### config.mk
export PLATFORM = sky130hd
export DESIGN_NAME = partoserial_tx_flat
export DESIGN_NICKNAME = d
export VERILOG_FILES = /design/src/rtl/partoserial_tx_if.sv /design/src/rtl/partoserial_tx.sv /design/src/flat_wrapper.sv
export SDC_FILE = /design/constraint.sdc
export NUM_CORES = 1
export LEC_CHECK = 0
export BUFFER_PORTS_ARGS = -buffer_cell sky130_fd_sc_hd__buf_2
export CAP_MARGIN = 20
export CELL_PAD_IN_SITES_DETAIL_PLACEMENT = 1
export CELL_PAD_IN_SITES_GLOBAL_PLACEMENT = 2
export CORE_MARGIN = 5
export CORE_UTILIZATION = 29
export DETAILED_ROUTE_END_ITERATION = 12
export PLACE_DENSITY_LB_ADDON = 0.12
export SETUP_SLACK_MARGIN = 0.3
export SYNTH_ARGS = -nofsm -noshare
export SYNTH_HDL_FRONTEND = slang
export SYNTH_SLANG_ARGS = --single-unit
### constraint.sdc
create_clock -name clk_8f -period 1.4 [get_ports clk_8f]
set_input_delay 0.28 -clock clk_8f [delete_from_list [all_inputs] [get_ports clk_8f]]
set_output_delay 0.28 -clock clk_8f [all_outputs]
set_load 0.03 [all_outputs]
### src/rtl/partoserial_tx_if.sv
// Parallel word handshake into the serial transmitter.
// The master offers data_par/valid_par; the slave answers with ready_par.
interface partoserial_tx_if;
  logic [7:0] data_par;
  logic       valid_par;
  logic       ready_par;

  modport master (
    output data_par,
    output valid_par,
    input  ready_par
  );

  modport slave (
    input  data_par,
    input  valid_par,
    output ready_par
  );
endinterface

### src/rtl/partoserial_tx.sv
// PHY serial link transmitter: 8-bit words out MSB first, one bit per clk_8f.
// Sends comma training words after reset and comma fill whenever idle.
module partoserial_tx #(
  parameter logic [7:0]  IDLE_WORD = 8'hBC,
  parameter int unsigned MIN_BC    = 4
) (
  input  logic               clk_8f,
  input  logic               reset,
  partoserial_tx_if.slave    par,
  output logic               data_out,
  output logic               trained,
  output logic               word_start,
  output logic               idle_out
);

  typedef enum logic {
    TRAIN  = 1'b0,
    ACTIVE = 1'b1
  } state_t;

  localparam logic [3:0] MIN_BC_W = 4'(MIN_BC);

  state_t     state_q, state_d;
  logic [7:0] shift_q, shift_d;
  logic [7:0] next_word;
  logic [2:0] bit_cnt_q, bit_cnt_d;
  logic [3:0] bc_cnt_q, bc_cnt_d;
  logic       dout_d;
  logic       idle_d;
  logic       load;
  logic       take;

  // bit_cnt==7 marks the last bit of a word: the slot for the next one
  assign load          = (bit_cnt_q == 3'd7);
  assign trained       = (state_q == ACTIVE);
  assign word_start    = (bit_cnt_q == 3'd0);
  assign par.ready_par = trained && load;
  assign take          = par.ready_par && par.valid_par;

  always_ff @(posedge clk_8f or posedge reset) begin
    if (reset) begin
      state_q   <= TRAIN;
      shift_q   <= 8'h00;
      bit_cnt_q <= 3'd7;
      bc_cnt_q  <= 4'd0;
      data_out  <= 1'b0;
      idle_out  <= 1'b1;
    end else begin
      state_q   <= state_d;
      shift_q   <= shift_d;
      bit_cnt_q <= bit_cnt_d;
      bc_cnt_q  <= bc_cnt_d;
      data_out  <= dout_d;
      idle_out  <= idle_d;
    end
  end

  always_comb begin
    state_d   = state_q;
    shift_d   = {shift_q[6:0], 1'b0};
    bit_cnt_d = bit_cnt_q + 3'd1;
    bc_cnt_d  = bc_cnt_q;
    dout_d    = shift_q[7];
    idle_d    = idle_out;
    next_word = take ? par.data_par : IDLE_WORD;
    if (load) begin
      dout_d    = next_word[7];
      shift_d   = {next_word[6:0], 1'b0};
      bit_cnt_d = 3'd0;
      idle_d    = !take;
      unique case (state_q)
        TRAIN: begin
          bc_cnt_d = bc_cnt_q + 4'd1;
          if (bc_cnt_d == MIN_BC_W)
            state_d = ACTIVE;
        end
        ACTIVE: begin
          if (bc_cnt_q != 4'hF)
            bc_cnt_d = bc_cnt_q + 4'd1;
        end
        default: ;
      endcase
    end
  end

endmodule

### src/flat_wrapper.sv
// flat-port wrapper written by rule: the top's interface ports become plain ports
module partoserial_tx_flat 
#(
  parameter logic [7:0]  IDLE_WORD = 8'hBC,
  parameter int unsigned MIN_BC    = 4
)
  (clk_8f, reset, data_out, trained, word_start, idle_out, par_data_par, par_valid_par, par_ready_par);
  partoserial_tx_if par_i ();
  input  logic clk_8f;
  input  logic reset;
  output logic data_out;
  output logic trained;
  output logic word_start;
  output logic idle_out;
  input wire logic [$bits(par_i.data_par)-1:0] par_data_par;
  input wire logic [$bits(par_i.valid_par)-1:0] par_valid_par;
  output wire logic [$bits(par_i.ready_par)-1:0] par_ready_par;
  assign par_i.data_par = par_data_par;
  assign par_i.valid_par = par_valid_par;
  assign par_ready_par = par_i.ready_par;
  partoserial_tx #(.IDLE_WORD(IDLE_WORD), .MIN_BC(MIN_BC)) u_core (.clk_8f(clk_8f), .reset(reset), .par(par_i), .data_out(data_out), .trained(trained), .word_start(word_start), .idle_out(idle_out));
endmodule
# ---- Word-level counts from Yosys, hierarchy flattened
# Cells that the tools add are included.
dict set report totals {
  register_bits 18
  latch_bits 0
  ram_bits 0
  mem_bits_ro 0
  inputBits 11
  elab_cells 26
  n_memories 0
}
dict set report op_classes {
  add_sub_neg 2
  multipliers 0
  n_div 0
  order_cmp 0
  n_eq_ne 4
  n_shift 0
  mux 8
  bitwise_logic 1
  n_reduce_logical 5
}
# cell n
set ops {}
lappend ops {{2-to-1 mux 8 bit} 2}
lappend ops {{one-hot mux 4 bit (2 select lines)} 1}
lappend ops {{adder 4 x 1 -> 4 bit (second input constant)} 1}
lappend ops {{== test 4 x 3 -> 1 bit (second input constant)} 1}
lappend ops {{2-to-1 mux 4 bit} 1}
lappend ops {{inequality test 4 bit (second input constant)} 1}
lappend ops {{adder 3 x 1 -> 3 bit (second input constant)} 1}
lappend ops {{== test 3 bit (second input constant)} 1}
lappend ops {{logical NOT 3 bit} 1}
lappend ops {{2-to-1 mux 1 bit} 3}
lappend ops {{2-to-1 mux 3 bit} 1}
lappend ops {{logical AND 1 bit} 2}
lappend ops {{inequality test 2 bit (second input constant)} 1}
lappend ops {{AND reduction 2 bit} 1}
lappend ops {{logical NOT 1 bit} 1}
lappend ops {{inverter 1 bit} 1}

# ---- Logic depth before layout (Yosys ltp)
dict set report depth {
  word_depth 5
  depth_mapped 5
  depth_no_buf 5
}

# ---- Worst setup path before layout
# Ideal clock, no wire load.
dict set report synth_path {
  path_type {register to register}
  startpoint {reg u_core.bit_cnt_q[0]}
  endpoint {reg u_core.data_out}
  setup_ps 121
  t_arrival_ps 1366
  required_ps 1279
  path_slack_ps -88
  path_stages_with_launch 6
  period_less_slack_ps 1488
  path_cell_list {dfstp_2 -> ha_1 -> ha_1 -> and2_4 -> nand2_2 -> o22a_1}
}
dict set report synth_between {
  elab_chain_cells 5
}
# element line_no
set synth_rtl {}
lappend synth_rtl {{start: declaration} partoserial_tx.sv:26} ;# logic [2:0] bit_cnt_q, bit_cnt_d;
lappend synth_rtl {{start signal: assignment} partoserial_tx.sv:51} ;# bit_cnt_q <= bit_cnt_d;
lappend synth_rtl {{== test 3 bit} partoserial_tx.sv:34} ;# assign load = (bit_cnt_q == 3'd7);
lappend synth_rtl {{logical AND 1 bit} partoserial_tx.sv:37} ;# assign par.ready_par = trained && load;
lappend synth_rtl {{net par_ready_par} flat_wrapper.sv:17} ;# output wire logic [$bits(par_i.ready_par)-1:0] par_ready_par;
lappend synth_rtl {{logical AND 1 bit} partoserial_tx.sv:38} ;# assign take = par.ready_par && par.valid_par;
lappend synth_rtl {{2-to-1 mux 8 bit} partoserial_tx.sv:65} ;# next_word = take ? par.data_par : IDLE_WORD;
lappend synth_rtl {{2-to-1 mux 1 bit} partoserial_tx.sv:66} ;# if (load) begin
lappend synth_rtl {{net u_core.dout_d} partoserial_tx.sv:28} ;# logic dout_d;
lappend synth_rtl {{end signal: assignment} partoserial_tx.sv:53} ;# data_out <= dout_d;
lappend synth_rtl {{end: declaration} partoserial_tx.sv:10} ;# output logic data_out,
# The timed path passes the listed nets, and every way through them passes these cells.
# A chain may end at the register's enable or synchronous reset.

# ---- Worst setup path in the final report
dict set report layout_path {
  startpoint {reg u_core.bit_cnt_q[1]}
  endpoint {out par_ready_par}
}
dict set report layout_between {
  elab_chain_cells 2
}
# element line_no
set layout_rtl {}
lappend layout_rtl {{== test 3 bit} partoserial_tx.sv:34}
lappend layout_rtl {{logical AND 1 bit} partoserial_tx.sv:37}
lappend layout_rtl {{end: declaration} flat_wrapper.sv:17}
# No other way between the ends.

==> flow_summary.ini <==
[floorplan]
ios = 16
die-width_um = 59.0
die_y_um = 59.0
dieArea_um2 = 3480
coreArea_um2 = 2250
std_cell_rows = 17
start_util = 0.309

[timing]
skew_ns = 0.00266
period_minus_slack_ns = 1.69
setup_viol = 17
max_freq_mhz = 592
holdWs_ns = 0.193
relSlewSlack = 0.821
worst-slew-pin-transition_ns = 0.269
fin_tns_setup_ns = -2.61
rsz0062_at_grt = true
hold_violations = 0
period_share = 1.21
setup_ws_ns = -0.288
drv_slew = 0

[run_status]
status = finished, violations left
violations = setup timing

[clock_network]
clk_pin_slew_ns = 0.10
cts.sinks = 17
h-tree-depth = 1
numCtsBuffers = 3
cts_tree = yes
cts-root-buf = clkbuf_4
clk_latency_ns = 0.29
clockBufferDepth = 2

[worst_hold_path]
hp-class = input pin to register

[power_and_ir_drop]
power.density_nw_per_um2 = 758
ir_drop_v = 0.000409
power_frac_clock = 0.318
pwr-share-seq = 0.617
p_sw_frac = 0.221
power_frac_comb = 0.065
p_sw_uw = 182
p_leak_uw = 0.000514
p_int_uw = 641

[global_route]
grt_overflow = 0
grt_pass1_wl_mm = 2.42
grt_use_total = 0.0946
grt_pass1_vias = 537
grt_max_degree = 18
antenna_found_initial = 0

[critical_path]
path_class = register to output port
crit_path_start_kind = register
slowest_stage = dfstp_2
worstPathRequired_ns = 1.12
cp-end-kind = output port
critPathMostFrequentCell = ha_4
crit_path_max_fanout = 2
cp.arrival_ns = 1.41
path_cells = ha_4 -> ha_4 -> and2_4 -> buf_6
slowest_delay_ns = 0.57

[detailed_routing]
drcViolationCount = 0
num_vias = 540
first_iter_violations = 1
wl_per_cell_um = 13.7
via_per_inst = 4.62
ant_nets = 0
drtPass1Iterations = 2
routed_wl_mm = 1.60

[layout]
final_cell_mix = 13 x dfrtp_1, 10 x buf_2, 10 x buf_6
final_cells = 117
layout_commonest_cell = dfrtp_1
area_growth_syn_to_layout_pct = 55.8
drive_gt1_frac = 0.573
finalNetCount = 105
n_antenna_cell = 0
fill_cells = 258
design_area_um2 = 1090

[synth]
async_reset_ff_frac = 1.00
ys_warn_count = 0
ys_ff_latch = 17
synth.distinct_cells = 20
ys_seq_area_frac = 0.618
syn_area_um2 = 697
synthCells = 57
syn_area_per_cell_um2 = 12.2
synth_nets = 72
netlist.area_leader.share = 0.467
synth_edf_count = 0
synth_area_leaders = dfrtp_1 47%, dfstp_2 15%, ha_1 7.2%, o22a_1 6.3%, inv_1 3.2%
synth_top_flop_cell = dfrtp_1
yosysTopAreaCell = dfrtp_1

[placement]
placed_cells = 103
post-place-ws_ns = -0.0665
finalWeightedCongestion = 0.712
dpl-instance-area_um2 = 860
portBuffers = 15
hpwl_mm = 1.05

[job]
max_cap_viol_count = 0
==> path summary, 6_finish.rpt <==
kind	from	to	slack (ns)	depth (start not counted)
setup / recovery	u_core.bit_cnt_q[1]	par_ready_par	-0.29	4
hold / removal	par_data_par[0]	u_core.shift_q[1]	0.19	2
setup reg to reg	u_core.bit_cnt_q[1]	u_core.bc_cnt_q[1]	-0.19	7
hold reg to reg	u_core.shift_q[7]	u_core.data_out	0.49	1
max in group asynchronous	reset	u_core.bit_cnt_q[1]	0.61	4
min in group asynchronous	reset	u_core.data_out	0.54	4
==> power by group through the flow <==
stage	Sequential, uW	Clock, uW	Combinational [uW]
CTS	508	275	52.8
global route	509	300	58.3
floorplan	522	0	16.4
detailed placement	516	0	46.8
finish	508	262	53.3
global placement	516	0	46.7
==> logic make-up after synthesis <==
group / synth area share
buffers and inverters: 0.0431
AO/OA/AOI/OAI: 0.129
flip-flops: 0.618
adder cells (fa/ha/maj): 0.0718
XOR/XNOR: 0.0126
AND/OR/NAND/NOR: 0.104
multiplexers: 0.0215
==> final cells by class <==
cell class,instances,area (um^2),area share
clock buffers,4,26.3,0.0242
inverters,6,22.5,0.0207
multi-input cells,33,332,0.305
flip-flops and latches,17,430,0.396
well taps,28,35.0,0.0323
repair buffers,29,240,0.221
==> critical path, delay by kind of cell (launching register included) <==
kind	cells	cell delay [ns]
fa+ha+maj	2	0.27
buf+inv	1	0.12
simple gates	1	0.15
flops	1	0.57
==> synthesized netlist by cell type, drive strengths merged (2+ instances only) <==
library cell,number
a21oi,4
and2,2
and3,2
dfrtp,13
dfstp,4
ha,4
inv,6
nand2,5
nor2,3
o21ai,2
o22a,5
==> stage by stage <==
stage / power (uW) / util
floorplan: 539 / -
global placement: 563 / 0.381
detailed placement: 563 / 0.381
CTS: 835 / 0.425
global route: 867 / 0.482
finish: 823 / 0.482
==> timing repair <==
action,in CTS,in global routing
gates cloned,0,0
resized for setup,12,22
pin swaps,1,9
setup buffers,3,6
setup endpoints to repair,20,20
hold buffers,1,0
hold endpoints to repair,13,0
==> registers in the layout, summed over array words and instances, names as in the netlist <==
| register | flops |
|---|---|
| u_core.bc_cnt_q | 4 |
| u_core.bit_cnt_q | 3 |
| u_core.data_out | 1 |
| u_core.idle_out | 1 |
| u_core.shift_q | 7 |
| u_core.trained | 1 |
==> metal layers <==
layer	global-route usage	routed length, um	up-vias
met2	0.132	786	11
li1	-	-	261
met3	0.0196	71	0
met5	0	0	-
met4	0.0583	0	0
met1	0.132	745	268
Note: power is estimated with default switching activity, not from simulation.
